--- src/rtl/trig_capture_ctrl.sv ---
// Trigger/capture controller for a circular sample RAM: fills pre-trigger history,
// arms the channel trigger stages, then collects trig_pos post-trigger samples.
module trig_capture_ctrl #(
    parameter int DEPTH = 384,
    parameter int AW    = 9
) (
    input  logic          clk,
    input  logic          rst_n,
    input  logic          CH1Trig,
    input  logic          CH2Trig,
    input  logic          CH3Trig,
    input  logic          CH4Trig,
    input  logic          CH5Trig,
    input  logic          protTrig,
    input  logic          start,
    input  logic          clr_done,
    input  logic          smpl,
    input  logic [AW-1:0] trig_pos,
    output logic          armed,
    output logic          triggered,
    output logic          capture_done,
    output logic          we,
    output logic [AW-1:0] waddr
);

    typedef enum logic [2:0] {
        IDLE  = 3'd0,
        FILL  = 3'd1,
        ARMED = 3'd2,
        POST  = 3'd3,
        DONE  = 3'd4
    } state_t;

    localparam logic [AW:0]   DEPTH_W   = (AW+1)'(DEPTH);
    localparam logic [AW-1:0] LAST_ADDR = AW'(DEPTH - 1);

    state_t        state_q;
    logic          trig_ff_q;
    logic          armed_q;
    logic          triggered_q;
    logic          done_q;
    logic [AW-1:0] waddr_q;
    logic [AW-1:0] fill_cnt_q;
    logic [AW-1:0] post_cnt_q;
    logic [AW-1:0] trig_pos_q;

    logic          trig_all_s;
    logic          capturing_s;
    logic          we_s;
    logic [AW:0]   fill_inc_s;
    logic [AW:0]   post_inc_s;
    logic [AW:0]   fill_thr_s;
    logic [AW-1:0] waddr_inc_s;

    // Combined trigger, write strobe and counter increments; thresholds use one extra bit
    // so a full-depth pre-trigger fill (trig_pos = 0) is representable.
    always_comb begin
        trig_all_s  = CH1Trig & CH2Trig & CH3Trig & CH4Trig & CH5Trig & protTrig;
        capturing_s = (state_q == FILL) || (state_q == ARMED) || (state_q == POST);
        we_s        = smpl & capturing_s;
        fill_inc_s  = {1'b0, fill_cnt_q} + (AW+1)'(1);
        post_inc_s  = {1'b0, post_cnt_q} + (AW+1)'(1);
        fill_thr_s  = DEPTH_W - {1'b0, trig_pos_q};
        if (waddr_q == LAST_ADDR) begin
            waddr_inc_s = {AW{1'b0}};
        end else begin
            waddr_inc_s = waddr_q + AW'(1);
        end
    end

    // Capture FSM with registered status outputs, write pointer and sample counters.
    always_ff @(posedge clk or negedge rst_n) begin
        if (!rst_n) begin
            state_q     <= IDLE;
            trig_ff_q   <= 1'b0;
            armed_q     <= 1'b0;
            triggered_q <= 1'b0;
            done_q      <= 1'b0;
            waddr_q     <= {AW{1'b0}};
            fill_cnt_q  <= {AW{1'b0}};
            post_cnt_q  <= {AW{1'b0}};
            trig_pos_q  <= {AW{1'b0}};
        end else begin
            trig_ff_q <= trig_all_s;
            case (state_q)
                IDLE: begin
                    if (start) begin
                        state_q    <= FILL;
                        waddr_q    <= {AW{1'b0}};
                        fill_cnt_q <= {AW{1'b0}};
                        post_cnt_q <= {AW{1'b0}};
                        trig_pos_q <= trig_pos;
                    end
                end
                FILL: begin
                    if (we_s) begin
                        waddr_q <= waddr_inc_s;
                        if (fill_inc_s == fill_thr_s) begin
                            state_q    <= ARMED;
                            armed_q    <= 1'b1;
                            fill_cnt_q <= {AW{1'b0}};
                        end else begin
                            fill_cnt_q <= fill_inc_s[AW-1:0];
                        end
                    end
                end
                ARMED: begin
                    // A write on the accepting edge still belongs to the pre-trigger history.
                    if (we_s) begin
                        waddr_q <= waddr_inc_s;
                    end
                    if (trig_ff_q) begin
                        armed_q     <= 1'b0;
                        triggered_q <= 1'b1;
                        post_cnt_q  <= {AW{1'b0}};
                        if (trig_pos_q == {AW{1'b0}}) begin
                            state_q <= DONE;
                            done_q  <= 1'b1;
                        end else begin
                            state_q <= POST;
                        end
                    end
                end
                POST: begin
                    if (we_s) begin
                        waddr_q <= waddr_inc_s;
                        if (post_inc_s == {1'b0, trig_pos_q}) begin
                            state_q    <= DONE;
                            done_q     <= 1'b1;
                            post_cnt_q <= {AW{1'b0}};
                        end else begin
                            post_cnt_q <= post_inc_s[AW-1:0];
                        end
                    end
                end
                DONE: begin
                    if (clr_done) begin
                        state_q     <= IDLE;
                        triggered_q <= 1'b0;
                        done_q      <= 1'b0;
                    end
                end
                default: begin
                    state_q     <= IDLE;
                    armed_q     <= 1'b0;
                    triggered_q <= 1'b0;
                    done_q      <= 1'b0;
                end
            endcase
        end
    end

    assign armed        = armed_q;
    assign triggered    = triggered_q;
    assign capture_done = done_q;
    assign we           = we_s;
    assign waddr        = waddr_q;

endmodule

--- config.mk ---
export PLATFORM = sky130hd
export DESIGN_NAME = trig_capture_ctrl
export DESIGN_NICKNAME = d
export VERILOG_FILES = /design/src/rtl/trig_capture_ctrl.sv
export SDC_FILE = /design/constraint.sdc
export NUM_CORES = 1
export LEC_CHECK = 0
export CAP_MARGIN = 10
export CORE_MARGIN = 2
export CORE_UTILIZATION = 50
export DETAILED_ROUTE_END_ITERATION = 8
export PLACE_DENSITY = 0.81
export SYNTH_ARGS = -nofsm -noshare
export SYNTH_HDL_FRONTEND = slang
export SYNTH_SLANG_ARGS = --single-unit
--- constraint.sdc ---
create_clock -name clk -period 5.9 [get_ports clk]
set_input_delay 1.18 -clock clk [delete_from_list [all_inputs] [get_ports clk]]
set_output_delay 1.18 -clock clk [all_outputs]
set_load 0.03 [all_outputs]
* Yosys cells after proc, flatten, opt, wreduce, memory -nomap -nowiden
Index checks and enable logic that the tools add are counted.
** Cells by class
- Add/subtract/negate cells :: 4
- Equal/unequal tests :: 16
- Mux-type cells :: 32
- Bitwise operators :: 9
- Reductions and logical operators :: 19
** Operators by type and width (number)
- $mux 9 :: 8
- $pmux 9 s2 :: 2
- $pmux 9 s3 :: 1
- $mux 3 :: 8
- $add 9x1->10 const B :: 2
- $pmux 3 s5 :: 1
- $eq 10x10->1 :: 1
- $eq 10x9->1 :: 1
- $ne 2x2->1 const B :: 5
- $sub 9x9->10 const A :: 1
- $add 9x1->9 const B :: 1
- $eq 9x9->1 const B :: 1
- $logic_not 9->1 :: 1
- $mux 1 :: 9
- $reduce_and 3->1 :: 3
- $reduce_or 3->1 :: 3
- $ne 2x1->1 const B :: 4
- $reduce_and 4->1 :: 2
- $reduce_and 7->1 :: 1
- $and 1x1->1 :: 6
- $eq 3x2->1 const B :: 2
- $pmux 1 s3 :: 2
- $reduce_and 6->1 :: 1
- $pmux 1 s4 :: 1
- 9 further kinds :: 13
** Storage, ports and cells
- Bits in registers :: 43
- Input bits :: 20
- Logic and storage cells :: 89

* Longest topological paths before layout
- Depth in word-level cells :: 6
- Depth in mapped cells :: 9
- Depth with buffers taken out :: 9

* Worst setup path before layout
OpenSTA, ideal clock, no wires.
- Kind :: input port to output port
- From :: in smpl
- To :: out we
- Data arrival time :: 1.472 ns
- Slack :: 3.248 ns
- Stages on the path :: 1
- Cell sequence :: and2_1
** On the way
- Word-level cells in the longest chain between the ends :: 1
** Ends and longest elaborated chain
- from (decl) :: line 17 : input logic smpl,
- $and 1x1->1 :: line 60 : we_s = smpl & capturing_s;
- to (decl) :: line 22 : output logic we,
Every way passes these cells.

* Final worst setup path
Ends and elaborated chain as after synthesis.

==> impl_metrics.env <==
export IMPL_status="finished, final reports clean"
export IMPL_arrival_ns=2.55
export IMPL_drc=0
export IMPL_fp_dieH_um=81.3
export IMPL_track_usage_pct=22.4
export IMPL_fin_crit_ns=3.73
export IMPL_io_buffers=32
export IMPL_clock_sinks=43
export IMPL_antenna_found_initial=0
export IMPL_dieArea_um2=6610
export IMPL_drt_iter0_markers=155
export IMPL_cts_tree="done"
export IMPL_syn2layout_area_growth_pct=15.5
export IMPL_die_w_um=81.3
export IMPL_setup_viol=0
export IMPL_whs_ns=0.519
export IMPL_initial_core_util_pct=51.1
export IMPL_fin_setup_tns_ns=0
export IMPL_first_pass_iters=4
export IMPL_slew_headroom_pct=21.6
export IMPL_cts_clk_slew_worst_paths_ns=0.08
export IMPL_ys_flop_type="dfrtp_1"
export IMPL_crit_path_start_kind="input port"
export IMPL_cts_htree_levels=2
export IMPL_insertion_delay_ns=0.31
export IMPL_core_rowCount=28
export IMPL_gr_total_overflow=0
export IMPL_io_pins=33
export IMPL_synth_edff_count=0
export IMPL_cts_hold_fix_buffers=0
export IMPL_antenna_left=0
export IMPL_min_from="fill_cnt_q[1]"
export IMPL_diodes=0
export IMPL_multiInputGateArea_um2=1790
export IMPL_fillCellCount=496
export IMPL_wl_um=7010
export IMPL_rsz0062_at_grt="no"
export IMPL_syn_cell_area_um2=2990
export IMPL_seqCellArea_um2=1080
export IMPL_max_freq_mhz=268
export IMPL_fin_nets=400
export IMPL_slew_viol_final=0
export IMPL_coreArea_um2=5850
export IMPL_num_vias=2690
export IMPL_wl_per_cell_um=15.5
export IMPL_drive_above_1_share_pct=9.55
export IMPL_dp_hpwl_um=4950
export IMPL_rr_startpoint="state_q[0]"
export IMPL_power_density_nw_per_um2=407
export IMPL_crit_start="smpl"
export IMPL_clock_root_buffer="clkbuf_8"
export IMPL_syn_inst=358
export IMPL_synth_nets=382
export IMPL_hold_path_class="flip-flop to flip-flop"
export IMPL_fin_crit_sh_pct=63.2
export IMPL_cts_buffer_depth=2
export IMPL_post_cts_resized=0
export IMPL_drt_vias_per_instance=5.95
export IMPL_avgSynthCellArea_um2=8.35
export IMPL_path_max_fanout=4
export IMPL_synth_seq_cells=43
export IMPL_setup_worst_path_end_class="primary output"
export IMPL_grt_pass1_vias=2496
export IMPL_worst_ep_required_time_ns=4.72
export IMPL_ys_seq_area_share_pct=36.0
export IMPL_numCtsBuffers=5
export IMPL_ir_drop_mv=0.203
export IMPL_fin_skew_ns=0.0116
export IMPL_worstMarginPinSlew_ns=1.16
export IMPL_p_leak_nw=1.30
export IMPL_yosys_warnings=0
export IMPL_grt_max_degree=44
export IMPL_grt_pass1_wl_um=11400
export IMPL_path_class="input port to primary output"
export IMPL_synth_cell_types=62
export IMPL_hold_violations=0
export IMPL_place_congestion=0.844
export IMPL_drv_cap=0
export IMPL_postSynth_asyncResetShare_pct=100
export IMPL_cts_setup_buffers=0
[registers in the layout, summed over array words and instances, names as in the netlist]
signal	cells
fill_cnt_q	9
post_cnt_q	9
trig_pos_q	9
waddr	9
state_q	3
armed	1
capture_done	1
trig_ff_q	1
triggered	1
[report_power, final]
group          total, W  internal (W)  switching [W]
clock          0.000280      0.000169       0.000111
combinational  0.000590      0.000281       0.000309
sequential     0.000535      0.000380       0.000156
[cells in the final DEF, fill, tap and decap left out, types with 2 or more instances in the layout]
master and count:
dfrtp_1 43, mux2_2 8, or4_1 3, xnor2_1 22, o21ai_0 34, inv_1 9, a22o_1 2, nor2_1 29
or2_2 4, o211ai_1 2, o311ai_0 2, xor2_1 6, nor2b_1 2, o22ai_1 2, nand2b_1 8, a21oi_1 17
clkdlybuf4s50_1 31, nand3_1 17, a211oi_1 3, and3_1 4, a2111oi_2 2, o21a_1 3, bufinv_16 2, a211o_1 3
o31ai_1 3, or3_1 3, and2_1 3, nand3b_1 3, clkbuf_8 5, nand4_1 4, nand2_1 42, a31oi_1 4
nor3_1 15, o221ai_1 2, o2bb2ai_1 2, ha_1 4
[Yosys cell counts (all sizes together) (3+ instances only)]
cell type	n	area [µm²]
or4	4	33.8
clkbuf	14	53.8
o21ai	36	191
a211o	3	26.3
and2	5	32.5
o31ai	3	22.5
dfrtp	43	1080
nand2b	8	50.1
a21oi	17	85.1
xnor2	22	193
nor3	16	80.1
nor2	29	109
o21a	3	22.5
nand4	4	25.0
nand3b	3	22.5
or3	3	18.8
or2	5	31.3
nand3	19	113
xor2	6	52.6
mux2	8	90.1
and3	4	25.0
ha	4	50.1
a31oi	4	25.0
a211oi	4	35.0
buf	7	35.0
nand2	42	158
inv	9	33.8
[worst max-delay path, stage by stage]
cell             delay (ns)
clkdlybuf4s50_1        0.51
and2_1                 0.17
clkdlybuf4s50_1        0.68
[kinds of logic after synthesis]
group / after synthesis / synth area share (%)
AO/OA/AOI/OAI: 92 / 20.4
buffers and inverters: 30 / 4.10
adder cells (fa/ha/maj): 4 / 1.68
XOR/XNOR: 28 / 8.21
AND/OR/NAND/NOR: 152 / 26.2
multiplexers: 9 / 3.35
flip-flops: 43 / 36.0
[area by class of cell]
type	instances	area share, %
clock buffer	5	1.99
clock inverter	3	1.96
inverter	9	0.979
multi-input combinational	285	52.0
sequential	43	31.2
tap	75	2.72
timing repair buffer	32	9.14
[final timing paths]
path / end / slack (ns) / cells past startpoint
hold reg to reg: fill_cnt_q[1] / 0.52 / 2
min in group asynchronous: post_cnt_q[4] / 1.03 / 1
setup / recovery: we / 2.17 / 3
max in group asynchronous: fill_cnt_q[4] / 4.25 / 1
setup reg to reg: post_cnt_q[0] / 3.01 / 5
hold / removal: fill_cnt_q[1] / 0.52 / 2
[layer usage]
metal / track usage [%] / part of all wire [%]
met5: 0 / 0
met2: 37.9 / 49
met4: 7.46 / 1.5
met1: 28.3 / 44
met3: 5.00 / 5.1
[metrics by stage]
step	power, W	instances	utilization [%]	setup slack, ns	cell area [µm²]
6_report	0.00141	452	59.0	2.17	3450
5_1_grt	0.00149	452	59.0	2.14	3450
4_1_cts	0.00141	452	59.0	2.17	3450
3_5_place_dp	0.00112	444	56.6	2.14	3310
3_3_place_gp	0.00110	444	56.6	2.21	3310
2_1_floorplan	0.000955	358	-	3.25	2990
Power figures use the tool's default switching activity.
